$ cat src/rtl/button_debouncer.sv
// Push-button debouncer: two-flop synchronizer feeding a debounce FSM that yields a clean level
// plus one-cycle press/release pulses. Define BUTTON_DEBOUNCER_LONG_PRESS_EN to add btn_long.
module button_debouncer #(
    parameter int unsigned DEBOUNCE_CYCLES   = 250000,
    parameter int unsigned LONG_PRESS_CYCLES = 25000000,
    parameter bit          ACTIVE_LOW        = 1'b1
) (
    input  logic clk_25,
    input  logic reset_n,
    input  logic btn_in,
    output logic btn_level,
    output logic btn_press,
    output logic btn_release,
    output logic btn_long
);
    localparam int unsigned CNT_W     = 26;
    localparam int unsigned CNT_LIMIT = 32'd1 << CNT_W;
    localparam logic [CNT_W-1:0] DEB_LAST     = CNT_W'(DEBOUNCE_CYCLES - 1);
    localparam logic             RELEASED_PIN = ACTIVE_LOW;

    if (DEBOUNCE_CYCLES < 1 || DEBOUNCE_CYCLES >= CNT_LIMIT ||
        LONG_PRESS_CYCLES < 1 || LONG_PRESS_CYCLES >= CNT_LIMIT) begin : g_param_check
        $error("button_debouncer: cycle count parameter out of range");
    end

    typedef enum logic [1:0] {
        IDLE,
        PRESS_WAIT,
        PRESSED,
        RELEASE_WAIT
    } state_t;

    logic [1:0]       sync_reg;
    logic             pressed_sync;
    state_t           state_reg;
    logic [CNT_W-1:0] cnt_reg;
    logic             btn_level_reg;
    logic             btn_press_reg;
    logic             btn_release_reg;
    logic             accept_press;
    logic             accept_release;

    // Both stages reset to the idle pin level so reset never looks like a press edge.
    always_ff @(posedge clk_25) begin
        if (!reset_n) begin
            sync_reg <= {2{RELEASED_PIN}};
        end else begin
            sync_reg <= {sync_reg[0], btn_in};
        end
    end

    assign pressed_sync   = sync_reg[1] ^ ACTIVE_LOW;
    assign accept_press   = (state_reg == PRESS_WAIT) && pressed_sync && (cnt_reg == DEB_LAST);
    assign accept_release = (state_reg == RELEASE_WAIT) && !pressed_sync && (cnt_reg == DEB_LAST);

    always_ff @(posedge clk_25) begin
        if (!reset_n) begin
            state_reg       <= IDLE;
            cnt_reg         <= '0;
            btn_level_reg   <= 1'b0;
            btn_press_reg   <= 1'b0;
            btn_release_reg <= 1'b0;
        end else begin
            btn_press_reg   <= 1'b0;
            btn_release_reg <= 1'b0;
            case (state_reg)
                IDLE: begin
                    if (pressed_sync) begin
                        state_reg <= PRESS_WAIT;
                        cnt_reg   <= '0;
                    end
                end
                PRESS_WAIT: begin
                    if (!pressed_sync) begin
                        state_reg <= IDLE;
                        cnt_reg   <= '0;
                    end else if (accept_press) begin
                        state_reg     <= PRESSED;
                        btn_level_reg <= 1'b1;
                        btn_press_reg <= 1'b1;
                    end else begin
                        cnt_reg <= cnt_reg + 1'b1;
                    end
                end
                PRESSED: begin
                    if (!pressed_sync) begin
                        state_reg <= RELEASE_WAIT;
                        cnt_reg   <= '0;
                    end
                end
                RELEASE_WAIT: begin
                    // A pressed sample here is contact bounce: fall back without a pulse.
                    if (pressed_sync) begin
                        state_reg <= PRESSED;
                    end else if (accept_release) begin
                        state_reg       <= IDLE;
                        btn_level_reg   <= 1'b0;
                        btn_release_reg <= 1'b1;
                    end else begin
                        cnt_reg <= cnt_reg + 1'b1;
                    end
                end
                default: begin
                    state_reg <= IDLE;
                    cnt_reg   <= '0;
                end
            endcase
        end
    end

    assign btn_level   = btn_level_reg;
    assign btn_press   = btn_press_reg;
    assign btn_release = btn_release_reg;

`ifdef BUTTON_DEBOUNCER_LONG_PRESS_EN
    localparam logic [CNT_W-1:0] LONG_LAST = CNT_W'(LONG_PRESS_CYCLES - 1);
    localparam logic [CNT_W-1:0] LONG_SAT  = CNT_W'(LONG_PRESS_CYCLES);

    logic [CNT_W-1:0] hold_reg;
    logic             btn_long_reg;
    logic             holding;

    assign holding = (state_reg == PRESSED) || (state_reg == RELEASE_WAIT);

    // hold parks one past the firing value so btn_long fires once per press.
    always_ff @(posedge clk_25) begin
        if (!reset_n) begin
            hold_reg     <= '0;
            btn_long_reg <= 1'b0;
        end else begin
            btn_long_reg <= holding && (hold_reg == LONG_LAST);
            if (!holding || accept_release) begin
                hold_reg <= '0;
            end else if (hold_reg != LONG_SAT) begin
                hold_reg <= hold_reg + 1'b1;
            end
        end
    end

    assign btn_long = btn_long_reg;
`else
    assign btn_long = 1'b0;
`endif

endmodule

$ cat config.mk
export PLATFORM = sky130hd
export DESIGN_NAME = button_debouncer
export DESIGN_NICKNAME = d
export VERILOG_FILES = /design/src/rtl/button_debouncer.sv
export SDC_FILE = /design/constraint.sdc
export NUM_CORES = 1
export LEC_CHECK = 0
export ABC_AREA = 1
export CORE_ASPECT_RATIO = 0.5
export CORE_MARGIN = 4
export CORE_UTILIZATION = 50
export CTS_CLUSTER_SIZE = 10
export DETAILED_ROUTE_END_ITERATION = 8
export DONT_BUFFER_PORTS = 1
export GPL_ROUTABILITY_DRIVEN = 1
export SLEW_MARGIN = 25
export SYNTH_ARGS = -nofsm -noshare
export SYNTH_HDL_FRONTEND = slang
export SYNTH_SLANG_ARGS = --single-unit
$ cat constraint.sdc
create_clock -name clk_25 -period 2.3 [get_ports clk_25]
set_input_delay 0.345 -clock clk_25 [delete_from_list [all_inputs] [get_ports clk_25]]
set_output_delay 0.345 -clock clk_25 [all_outputs]
set_load 0.005 [all_outputs]
### Word-level counts from Yosys, hierarchy flattened

Cells that the tools add are included.

* register bits: 33
* bits of input ports: 3
* output and inout port bits: 4
* word-level logic and storage cells: 56

* add/sub/neg operators: 1
* equality and inequality tests: 14
* multiplexer cells: 21
* bitwise operators: 3
* reductions and logical operators: 11

Operators by type and width (number)
* $mux W26: 6
* $pmux W26 S4: 1
* $add A26 B1 Y26 const B: 1
* $eq A26 B18 Y1 const B: 1
* $ne A2 B2 Y1 const B: 7
* $mux W2: 6
* $reduce_and A5 Y1: 2
* $ne A3 B3 Y1 const B: 3
* $pmux W2 S4: 1
* $mux W1: 6
* $eq A2 B2 Y1 const B: 2
* $logic_and A1 B1 Y1: 4
* $reduce_and A4 Y1: 1
* $not A1 Y1: 3
* $reduce_and A3 Y1: 1
* $reduce_or A3 Y1: 1
* $eq A2 B1 Y1 const B: 1
* $logic_not A2 Y1: 1
* $pmux W1 S2: 1
* $reduce_bool A2 Y1: 1

### Longest topological paths before layout

Gate-level depths: netlist of run 1.

* depth after elaboration: 6
* depth in mapped cells: 12
* depth with buffers taken out: 12

### Least setup slack after synthesis of run 1

OpenSTA, ideal clock, no wires.

* kind: reg-to-reg
* from: register cnt_reg[0]
* to: register cnt_reg[21]
* setup time: 0.115 ns
* arrival: 1.521 ns
* required time: 2.185 ns
* slack: 0.664 ns
* stages on the path, launching flop included: 12
* buffers on the path: 1
* period minus slack after synthesis: 1.636 ns
* cell sequence: dfxtp_1 > ha_1 > nand2_1 > nor2_2 > nand3_1 > nor2_4 > nand3_2 > nand2_2 > nor2_4 > buf_6 > a21oi_1 > nor2_1

* word-level cells in the longest chain between the ends: 4
* elaborated cells on any way between the ends: 12
* those cells by class: 1 x add/sub; 3 x eq/ne; 5 x mux; 3 x reduce/logical

RTL lines
* start, declared: RTL line 36 `logic [CNT_W-1:0] cnt_reg;`
* start signal, assigned: RTL line 82 `cnt_reg <= cnt_reg + 1'b1;`
* start signal, assigned: RTL line 100 `cnt_reg <= cnt_reg + 1'b1;`
* $add A26 B1 Y26 or $eq A26 B18 Y1 (tied branches)
* $mux W26, or another cell as far along: RTL line 95 `end else if (accept_release) begin`
* $mux W26, or another cell as far along: RTL line 93 `if (pressed_sync) begin`
* $pmux W26 S4 or $reduce_and A5 Y1 (tied branches)

Several ways; a longest one is shown, not always the timed one. The select of a mux whose other input is x is not followed.
A chain may end at the register's enable or synchronous reset.

### Worst setup path after layout of run 1

Same ends and word-level chain as after synthesis.

==> results of run 1 <==
[cell type report]
type | count | area share [%]
multi-input combinational | 259 | 54.3
sequential | 33 | 29.2
inverter | 45 | 7.46
clock buffer | 7 | 3.81
tap | 54 | 2.98
clock inverter | 1 | 1.33
timing repair buffer | 3 | 0.994
[metal layers]
layer	part of all wire (%)	routed length, um	up-vias
li1	-	-	1100
met1	50	2890	1033
met2	40	2330	76
met3	9.1	529	9
met4	0.98	57	0
met5	0	0	-
[critical path: cells and delay by family, from the launching register on]
family / cells / cell delay (ns)
AOI/OAI and AO/OA: 1 / 0.16
adders and majority gates: 1 / 0.20
buffers and inverters: 1 / 0.22
DFF: 1 / 0.37
and+or+nand+nor: 8 / 0.83
[logic make-up (layout without fill, tap and decap cells)]
family | count (synthesis) | in the layout | share of synthesized area, %
simple gates | 212 | 212 | 44.7
buf+inv | 52 | 56 | 10.6
compound gates | 45 | 45 | 12.7
flops | 33 | 33 | 31.3
fa+ha+maj | 1 | 1 | 0.592
other cells | 1 | 1 | 0.177
[cell usage in the layout (no fill, tap or decap), types with 6 or more instances in the layout]
cell type                  synthesis  final
sky130_fd_sc_hd__nand2_1         106    106
sky130_fd_sc_hd__nor2_1           46     46
sky130_fd_sc_hd__inv_1            40     40
sky130_fd_sc_hd__dfxtp_1          33     33
sky130_fd_sc_hd__nand3_1          25     25
sky130_fd_sc_hd__a21oi_1          19     19
sky130_fd_sc_hd__o21ai_0          14     14
sky130_fd_sc_hd__nand4_1          10     10
sky130_fd_sc_hd__nor3_1            7      7
sky130_fd_sc_hd__clkbuf_8          0      6
[metrics by stage]
stage,hold slack [ns],std cells,power (uW),worst slack [ns]
after detailed placement,0.421,394,773,0.425
after CTS,0.153,402,1350,0.414
after floorplan,0.393,344,758,0.664
after global routing,0.161,402,1400,0.237
final,0.154,402,1350,0.406
after global placement,0.414,394,769,0.479
[worst min-delay path by stage]
stage / startpoint / end / slack, ns / depth (start not counted)
2_1_floorplan: sync_reg[0]$_SDFF_PN1_ / sync_reg[1]$_SDFF_PN1_ / 0.39 / 1
3_3_place_gp: sync_reg[0]$_SDFF_PN1_ / sync_reg[1]$_SDFF_PN1_ / 0.41 / 1
3_5_place_dp: sync_reg[0]$_SDFF_PN1_ / sync_reg[1]$_SDFF_PN1_ / 0.42 / 1
4_1_cts: btn_in / sync_reg[0]$_SDFF_PN1_ / 0.15 / 1
5_1_grt: btn_in / sync_reg[0]$_SDFF_PN1_ / 0.16 / 1
6_report: btn_in / sync_reg[0]$_SDFF_PN1_ / 0.15 / 1
[power by group through the flow]
stage                     Clock (uW)  Combinational, uW  Sequential, uW
after global routing             616                195             590
after global placement             0                167             601
after detailed placement           0                171             602
final                            583                175             589
after CTS                        589                172             589
after floorplan                    0                163             595
==> results.md, run 1 <==
- Buffers added on ports: 0
- Most used routing layer: met2
- Switching share of power: 27.4%
- Share of the clock period used by the worst path after layout: 82.3%
- Final number of hold-violating endpoints: 0
- Synth top cells by count: 106 x sky130_fd_sc_hd__nand2_1, 46 x sky130_fd_sc_hd__nor2_1, 40 x sky130_fd_sc_hd__inv_1
- Hold/Removal Path Class: in -> reg
- Post-layout nets: 351
- Outcome: completed
- Fraction of registers with async set or reset after synthesis: 0%
- Fin Setup TNS: 0 ns
- Source of the worst register-to-register timing path: cnt_reg[0]$_SDFFE_PN0P_
- Die span in y: 54.0 um
- Register Area: 661 sq um
- Flip-flop count of the largest register after layout: 26
- Worst R2R End: cnt_reg[21]$_SDFFE_PN0P_
- Final setup viols: 0
- Core occupancy in the finished layout: 56.8%
- Crit path launch type: register
- Termination of the worst setup path: cnt_reg[21]$_SDFFE_PN0P_
- Clk slew on worst S/H paths: 0.07 ns
- Effective utilization at floorplan: 53.0%
- Top-count cell post-synth: sky130_fd_sc_hd__nand2_1
- Share of synthesized area occupied by flip-flops and latches: 31.3%
- Overall die area: 5390 sq um
- Antenna cells: 0
- Number of core rows: 16
- Detailed-route vias per instance: 5.52
- Combinational group share of total power: 13.0%
- Arrival time at the worst endpoint: 2.08 ns
- Placement-stage cell area: 2150 sq um
- Met1 capacity usage during global routing: 31.8%
- Routed wire per std cell: 14.4 um
- Drt drc: 0
- Kind of critical path: reg -> reg
- Number of vias in the routed layout: 2218
- Wire length after detailed routing: 5810 um
- Dominant register cell in the synthesized netlist: sky130_fd_sc_hd__dfxtp_1
- Final Cell Area: 2260 sq um
- Floorplan Core Area: 3980 sq um
- Post-synthesis area per instance: 6.14 sq um
- Global Route met3 Usage: 6.21%
- Area of the mapped netlist: 2110 sq um
- Antenna-violating nets left: 0
- Root buffer cell: sky130_fd_sc_hd__clkbuf_8
- R2r worst-path depth: 11
- Drt first-iter violations: 158
- Final GP Congestion: 0.985
- Synthesis Warnings: 0
- Cell repeated most along the worst path: sky130_fd_sc_hd__nor2_4
- Worst-margin pin slew: 0.511 ns
- CTS tree: yes
- Crit path max fanout: 28
- Number of register bits inferred by synthesis: 33
- Max Transition Viols Final: 0
- Timing startpoint of the critical path: cnt_reg[0]$_SDFFE_PN0P_
- Syn nets: 348
- Post-synth top area cell: sky130_fd_sc_hd__dfxtp_1
- Cells resized by post-CTS repair: 0
- Signed area change from the synthesized netlist to the final layout: 7.16%
- Area share of the leading cell type in the synthesized netlist: 31.3%
- Area of combinational cells with multiple inputs: 1230 sq um
- Worst slew margin relative to its limit: 65.9%
- Sinks on the clock net: 33
- Post-Syn Instances: 344
- Maximum ir drop on the vdd rail: 0.259 mV
- Met2 Resource Use GR: 35.0%
- Number of buffers added for setup after CTS: 0
- RSZ-0062 raised after global routing: no
- Type of element capturing the critical path: register
- Number of filler cells placed in the layout: 417
- Upper clock frequency limit: 528 MHz
- Pwr Density: 595 nW/um^2
- Number of iterations in the first detailed-routing pass: 5
- HPWL after detailed placement: 4360 um
- Pin count of the biggest net entering global routing: 29
- LEAKAGE: 0.000939 uW
- Reg-to-reg slack, setup: 0.41 ns
- Maximum cell stage delay along the critical path: 0.37 ns
- Post-CTS Hold Buffers: 0
- Synth cell types: 32
- Slowest cell on crit path: sky130_fd_sc_hd__dfxtp_1
- Setup skew after layout: 0.00584 ns
- Global router's overall resource usage: 22.8%
- Share of power burned in registers: 43.7%
- Cts bufs inserted: 5
- Clk_lat worst skew: 0.29 ns
- H-Tree Level Count: 2
- Maximum root-to-sink buffer count: 2
- Vias in the first global route: 1957
- Cell-by-cell trace of the critical path: ha_1, nand2_1, nor2_2, nand3_1, nor2_4, nand3_2, nand2_2, nor2_4, buf_4, a21oi_1, nor2_1
- Reported net switching power: 369 uW
- Largest cells by area after synthesis: sky130_fd_sc_hd__dfxtp_1 31%, sky130_fd_sc_hd__nand2_1 19%, sky130_fd_sc_hd__nor2_1 8.2%
- Min cycle time layout: 1.89 ns
- Internal power: 978 uW
- Wire length of the first global-routing pass: 9370 um
- Die Wd: 99.9 um
- Req. time, crit path: 2.49 ns
- Antenna violations before repair: 0
- Remaining global-route overflow: 0
- Io pins: 7
- Clock network fraction of design power: 43.3%
- Share of post-route cells with drive strength above 1: 8.91%
- Max-capacitance violation count: 0
- Number of synthesized flops with an enable pin: 0
Note: power is estimated with default switching activity, not from simulation.
==> run 2: changes to the inputs <==
--- a/config.mk
+++ b/config.mk
@@ -13,6 +13,7 @@
 export DETAILED_ROUTE_END_ITERATION = 8
 export DONT_BUFFER_PORTS = 1
 export GPL_ROUTABILITY_DRIVEN = 1
+export PLACE_DENSITY = 0.68
 export SLEW_MARGIN = 25
 export SYNTH_ARGS = -nofsm -noshare
 export SYNTH_HDL_FRONTEND = slang
==> constraint.sdc (replaced) <==
create_clock -name clk_25 -period 1.5 [get_ports clk_25]
set_input_delay 0.225 -clock clk_25 [delete_from_list [all_inputs] [get_ports clk_25]]
set_output_delay 0.225 -clock clk_25 [all_outputs]
set_load 0.005 [all_outputs]
==> run 2 against run 1 <==
Against the previous run:
- the flow now finishes with violations (negative setup slack)
- combinational power increased to 3.1 times the previous value
- non-clock buffer count up 76
- power increased by 83%
- final area up 41%
- clock skew is 0.0046 ns higher
- worst setup slack worse by 0.62 ns
- critical path depth decreased by 2
- critical path type unchanged
- critical endpoint is now cnt_reg[5]$_SDFFE_PN0P_
==> results.md, run 2 (same netlist as run 1, synthesis figures left out) <==
- Reg-to-reg slack, setup: -0.22 ns
- Max Transition Viols Final: 0
- Share of post-route cells with drive strength above 1: 39.1%
- Buffers added on ports: 0
- H-Tree Level Count: 2
- Buffer and inverter count on the worst path: 1
- Number of filler cells placed in the layout: 243
- Worst R2R End: cnt_reg[5]$_SDFFE_PN0P_
- Kind of critical path: reg -> reg
- Hold/Removal Path Class: in -> reg
- Combinational group share of total power: 22.3%
- Flip-flop count of the largest register after layout: 26
- Share of the clock period used by the worst path after layout: 114%
- Wire length of the first global-routing pass: 11000 um
- Setup slack of the critical path after layout: -0.217 ns
- Termination of the worst setup path: cnt_reg[5]$_SDFFE_PN0P_
- Final setup viols: 28
- Source of the worst register-to-register timing path: cnt_reg[18]$_SDFFE_PN0P_
- LEAKAGE: 0.00142 uW
- Final Cell Area: 3200 sq um
- Sinks on the clock net: 33
- Most common cell after layout, fill and taps aside: sky130_fd_sc_hd__nand2_1
- Clock network fraction of design power: 41.1%
- Type of element capturing the critical path: register
- Wire length after detailed routing: 7190 um
- HPWL after detailed placement: 4680 um
- Routed wire per std cell: 14.9 um
- Slowest cell on crit path: sky130_fd_sc_hd__dfxtp_1
- Global Route met3 Usage: 6.21%
- Remaining global-route overflow: 0
- Min cycle time layout: 1.72 ns
- Outcome: finished with violations
- Clk slew on worst S/H paths: 0.08 ns
- Crit path launch type: register
- Max-capacitance violation count: 0
- Die span in y: 54.0 um
- Io pins: 7
- Timing startpoint of the critical path: cnt_reg[18]$_SDFFE_PN0P_
- Maximum ir drop on the vdd rail: 0.506 mV
- Vias in the first global route: 2429
- Antenna-violating nets left: 0
- Number of vias in the routed layout: 2673
- Overall die area: 5390 sq um
- Post-CTS Hold Buffers: 0
- Maximum cell stage delay along the critical path: 0.31 ns
- Maximum root-to-sink buffer count: 2
- Internal power: 1780 uW
- Drt first-iter violations: 265
- Crit path max fanout: 6
- Final GP Congestion: 0.957
- Effective utilization at floorplan: 53.0%
- Drt drc: 0
- Met1 capacity usage during global routing: 33.5%
- Global router's overall resource usage: 26.5%
- Req. time, crit path: 1.69 ns
- Clk_lat worst skew: 0.29 ns
- Share of power burned in registers: 36.6%
- RSZ-0062 raised after global routing: yes
- R2r worst-path depth: 9
- Pwr Density: 769 nW/um^2
- Failing checks: negative setup slack
- Upper clock frequency limit: 583 MHz
- Final number of hold-violating endpoints: 0
- Number of iterations in the first detailed-routing pass: 5
- Antenna violations before repair: 0
- Met2 Resource Use GR: 46.9%
- Placement-stage cell area: 2700 sq um
- Number of core rows: 16
- Root buffer cell: sky130_fd_sc_hd__clkbuf_8
- CTS tree: yes
- Reported net switching power: 684 uW
- Post-layout total power: 2460 uW
- WP depth: 9
- Antenna cells: 0
- Post-layout nets: 430
- Detailed-route vias per instance: 5.56
- Die Wd: 99.9 um
- Cell-by-cell trace of the critical path: nor2_1, nand3_1, nor2_4, nand3_4, nand2_4, nor2_4, buf_4, a21oi_2, nor2_1
- Setup skew after layout: 0.0104 ns
- Most used routing layer: met2
- Signed area change from the synthesized netlist to the final layout: 51.2%
- Cts bufs inserted: 5
- Most frequent cells in the layout: 90 x sky130_fd_sc_hd__nand2_1, 70 x sky130_fd_sc_hd__buf_4, 40 x sky130_fd_sc_hd__inv_1
- Arrival time at the worst endpoint: 1.91 ns
- Cell type group with the largest total delay on the critical path: simple AND/OR/NAND/NOR gates
- Switching share of power: 27.8%
- Floorplan Core Area: 3980 sq um
- Pin count of the biggest net entering global routing: 16
## run 2: worst min path at each step
stage,to,slack (ns),cells after the start,startpoint
6_report,sync_reg[0]$_SDFF_PN1_,0.04,1,btn_in
5_1_grt,sync_reg[0]$_SDFF_PN1_,0.04,1,btn_in
4_1_cts,sync_reg[0]$_SDFF_PN1_,0.04,1,btn_in
3_5_place_dp,sync_reg[0]$_SDFF_PN1_,0.34,1,btn_in
3_3_place_gp,sync_reg[0]$_SDFF_PN1_,0.33,1,btn_in
2_1_floorplan,sync_reg[0]$_SDFF_PN1_,0.33,1,btn_in
## run 2: area by class of cell
cell class	instances	area [sq um]	area share, %
multi-input combinational	262	1520	47.7
sequential	33	667	20.9
timing repair buffer	79	631	19.7
inverter	45	173	5.40
clock buffer	5	68.8	2.15
tap	54	67.6	2.11
clock inverter	3	65.1	2.04
## run 2: power groups by stage
stage	clock network [uW]	logic (uW)	registers, uW
after floorplan	0	256	913
after global placement	0	322	917
after detailed placement	0	335	918
after CTS	1020	402	898
after global routing	1050	590	902
final	1010	549	900
## run 2: layer usage
metal | up-vias | wire length, um
met5 | - | 0
met4 | 0 | 72
met3 | 8 | 623
met2 | 131 | 3310
met1 | 1261 | 3170
li1 | 1273 | -
## run 2: worst register-to-register path: cells and delay by family, from the launching register on
family | cells | cell delay, ns
AOI/OAI and AO/OA | 1 | 0.11
DFF | 1 | 0.31
and+or+nand+nor | 7 | 1.07
buffers and inverters | 1 | 0.14
## run 2: what timing repair did
action                                  CTS  global route
resized for setup                        31            49
cloned                                    2             1
endpoints found under the setup margin   28            31
setup buffers                             2             8
pin swaps                                21            17
## run 2: through the flow
step	hold slack, ns	cells	utilization, %	setup TNS [ns]	setup slack (ns)
2_1_floorplan	0.332	344	-	-0.272	-0.0330
3_3_place_gp	0.334	462	67.8	-5.30	-0.284
3_5_place_dp	0.336	462	67.8	-6.99	-0.366
4_1_cts	0.0420	472	74.2	-3.29	-0.150
5_1_grt	0.0417	481	80.2	-7.10	-0.304
6_report	0.0444	481	80.2	-4.72	-0.217
==> run 3: changes to the inputs <==
--- a/config.mk
+++ b/config.mk
@@ -5,7 +5,6 @@
 export SDC_FILE = /design/constraint.sdc
 export NUM_CORES = 1
 export LEC_CHECK = 0
-export ABC_AREA = 1
 export CORE_ASPECT_RATIO = 0.5
 export CORE_MARGIN = 4
 export CORE_UTILIZATION = 50
==> run 3 against run 2 <==
Against the previous run:
- the run still ends with negative setup slack left
- worst setup slack worse by 0.039 ns
- synthesized cell count is 38% lower
- power down 33%
- combinational power down 80%
- non-clock buffer count fell by 7
- sequential share of layout area rose by 5.0 points
- critical endpoint is now cnt_reg[2]$_SDFFE_PN0P_
==> results.md, run 3 <==
- H-Tree Level Count: 2
- Synth Area in Compound Gates: 22.4%
- Most frequent cells in the layout: 63 x sky130_fd_sc_hd__buf_4, 23 x sky130_fd_sc_hd__dfxtp_1, 17 x sky130_fd_sc_hd__a21oi_1
- Placement-stage cell area: 2270 sq um
- Io pins: 7
- Global Route met3 Usage: 7.19%
- Hold wc startpoint: reset_n
- Crit path max fanout: 3
- Routed wire per std cell: 17.2 um
- Antenna cells: 0
- Flip-flop count of the largest register after layout: 26
- Wire length of the first global-routing pass: 9140 um
- Post-synthesis area per instance: 8.38 sq um
- Pwr Density: 627 nW/um^2
- Overall die area: 4650 sq um
- Dominant register cell in the synthesized netlist: sky130_fd_sc_hd__dfxtp_1
- Buffers added on ports: 0
- Hold/Removal Path Class: in -> reg
- Synth cell types: 47
- Pin count of the biggest net entering global routing: 16
- Number of core rows: 15
- Fraction of registers with async set or reset after synthesis: 0%
- Largest cells by area after synthesis: sky130_fd_sc_hd__dfxtp_1 37%, sky130_fd_sc_hd__a21oi_1 5.0%, sky130_fd_sc_hd__nand3_1 4.2%
- Number of register bits inferred by synthesis: 33
- Post-Syn Instances: 213
- Signed area change from the synthesized netlist to the final layout: 47.4%
- Upper clock frequency limit: 570 MHz
- Max Transition Viols Final: 0
- Most common cell after layout, fill and taps aside: sky130_fd_sc_hd__buf_4
- Post-CTS Hold Buffers: 0
- Outcome: finished with violations
- Cts bufs inserted: 5
- Setup skew after layout: 0.00877 ns
- Antenna-violating nets left: 0
- Wire length after detailed routing: 5660 um
- Post-synth top area cell: sky130_fd_sc_hd__dfxtp_1
- Simple-gate area share of the yosys netlist: 33.0%
- Area of the mapped netlist: 1780 sq um
- Effective utilization at floorplan: 51.9%
- Share of post-route cells with drive strength above 1: 43.4%
- LEAKAGE: 0.00103 uW
- Drt drc: 0
- Synth top cells by count: 33 x sky130_fd_sc_hd__dfxtp_1, 18 x sky130_fd_sc_hd__a21oi_1, 18 x sky130_fd_sc_hd__nor2_1
- Vias in the first global route: 1937
- Kind of critical path: reg -> reg
- HPWL after detailed placement: 3730 um
- CTS tree: yes
- Arrival time at the worst endpoint: 1.98 ns
- Post-Synth XOR/XNOR Area: 0.982%
- Global router's overall resource usage: 24.8%
- Clk_lat worst skew: 0.29 ns
- Final Cell Area: 2630 sq um
- Maximum root-to-sink buffer count: 2
- Die Wd: 92.5 um
- Final GP Congestion: 0.851
- Setup slack of the critical path after layout: -0.255 ns
- Combinational family with the most area after synthesis: simple AND/OR/NAND/NOR gates
- Die span in y: 50.2 um
- Share of synthesized area occupied by flip-flops and latches: 37.0%
- Min cycle time layout: 1.76 ns
- Type of element capturing the critical path: register
- Failing checks: negative setup slack
- Synthesis Warnings: 0
- Share of the clock period used by the worst path after layout: 117%
- Timing startpoint of the critical path: cnt_reg[0]$_SDFFE_PN0P_
- Number of synthesized flops with an enable pin: 0
- Most used routing layer: met2
- Post-layout nets: 282
- Max-capacitance violation count: 0
- Root buffer cell: sky130_fd_sc_hd__clkbuf_8
- Number of vias in the routed layout: 2025
- Number of iterations in the first detailed-routing pass: 5
- Final number of hold-violating endpoints: 0
- Remaining global-route overflow: 0
- Arithmetic-cell share of the synthesized area counting full adders, half adders and majority gates: 0.701%
- Drt first-iter violations: 212
- Met1 capacity usage during global routing: 31.7%
- Clk slew on worst S/H paths: 0.07 ns
- Source of the worst register-to-register timing path: cnt_reg[0]$_SDFFE_PN0P_
- Area share of the leading cell type in the synthesized netlist: 37.0%
- Crit path launch type: register
- Fraction of synthesized area in multiplexers: 0.561%
- Met2 Resource Use GR: 41.3%
- Top-count cell post-synth: sky130_fd_sc_hd__dfxtp_1
- Final setup viols: 31
- Detailed-route vias per instance: 6.14
- Maximum ir drop on the vdd rail: 0.494 mV
- Floorplan Core Area: 3430 sq um
- Req. time, crit path: 1.72 ns
- RSZ-0062 raised after global routing: yes
- Worst-case setup slack after placement: -0.299 ns
- Antenna violations before repair: 0
- Sinks on the clock net: 33
- Final worst hold slack: 0.0165 ns
- Syn nets: 217
[run 3: changes by cell type in the layout (fill, tap and decap cells not counted), sizes merged, moves of 7 or more]
cell	before	now
nor2	54	18
or3	0	7
nand2	110	12
nand3	29	16
inv	44	4
buf	79	72
[run 3: where the power goes]
part | switching (uW) | internal [uW]
Sequential | 7.62 | 880
Clock | 332 | 322
Combinational | 60.9 | 47.7
[run 3: cells by family (layout without fill, tap and decap cells)]
| kind of cell | count (synthesis) | in the layout |
|---|---|---|
| AND/OR/NAND/NOR | 94 | 94 |
| AO/OA/AOI/OAI | 62 | 62 |
| flip-flops | 33 | 33 |
| buffers and inverters | 19 | 85 |
| XOR/XNOR | 2 | 2 |
| adder cells (fa/ha/maj) | 1 | 1 |
| other | 1 | 1 |
| multiplexers | 1 | 1 |
[run 3: final timing paths]
check	to	slack, ns	cells past startpoint
setup reg to reg	cnt_reg[2]$_SDFFE_PN0P_	-0.26	8
hold / removal	sync_reg[1]$_SDFF_PN1_	0.02	1
hold reg to reg	sync_reg[1]$_SDFF_PN1_	0.42	1
setup / recovery	cnt_reg[2]$_SDFFE_PN0P_	-0.26	8
[run 3: final cells by class]
cell class | instances | area [sq um]
Tap cell | 51 | 63.8
Sequential cell | 33 | 681
Multi-Input combinational cell | 161 | 1200
Inverter | 5 | 18.8
Timing Repair Buffer | 72 | 583
Clock buffer | 6 | 72.6
Fill cell | 231 | 805
Clock inverter | 2 | 10.0
[run 3: critical path, cell delays in order (launching register included)]
cell	delay (ns)
sky130_fd_sc_hd__dfxtp_4	0.36
sky130_fd_sc_hd__ha_4	0.17
sky130_fd_sc_hd__nand3_4	0.08
sky130_fd_sc_hd__nand4b_1	0.16
sky130_fd_sc_hd__buf_6	0.14
sky130_fd_sc_hd__buf_6	0.11
sky130_fd_sc_hd__o21ai_4	0.05
sky130_fd_sc_hd__or4_4	0.50
sky130_fd_sc_hd__a31oi_1	0.13
[run 3: metrics by stage]
stage | instances | setup TNS, ns | utilization (%) | total power [uW]
floorplan | 213 | -2.65 | - | 966
global placement | 310 | -4.07 | 66.2 | 1000
detailed placement | 310 | -5.34 | 66.2 | 1010
CTS | 325 | -3.80 | 73.2 | 1650
global route | 330 | -8.20 | 76.6 | 1700
finish | 330 | -5.18 | 76.6 | 1650
[run 3: timing repair]
action | CTS | global route
setup buffers | 6 | 5
resized for setup | 29 | 20
cloned | 1 | 0
pin swaps | 20 | 6
endpoints found under the setup margin | 30 | 30
[run 3: layer usage]
layer | vias up | wire [um]
li1 | 939 | -
met4 | 0 | 142
met3 | 23 | 466
met5 | - | 0
met2 | 106 | 2600
met1 | 957 | 2460
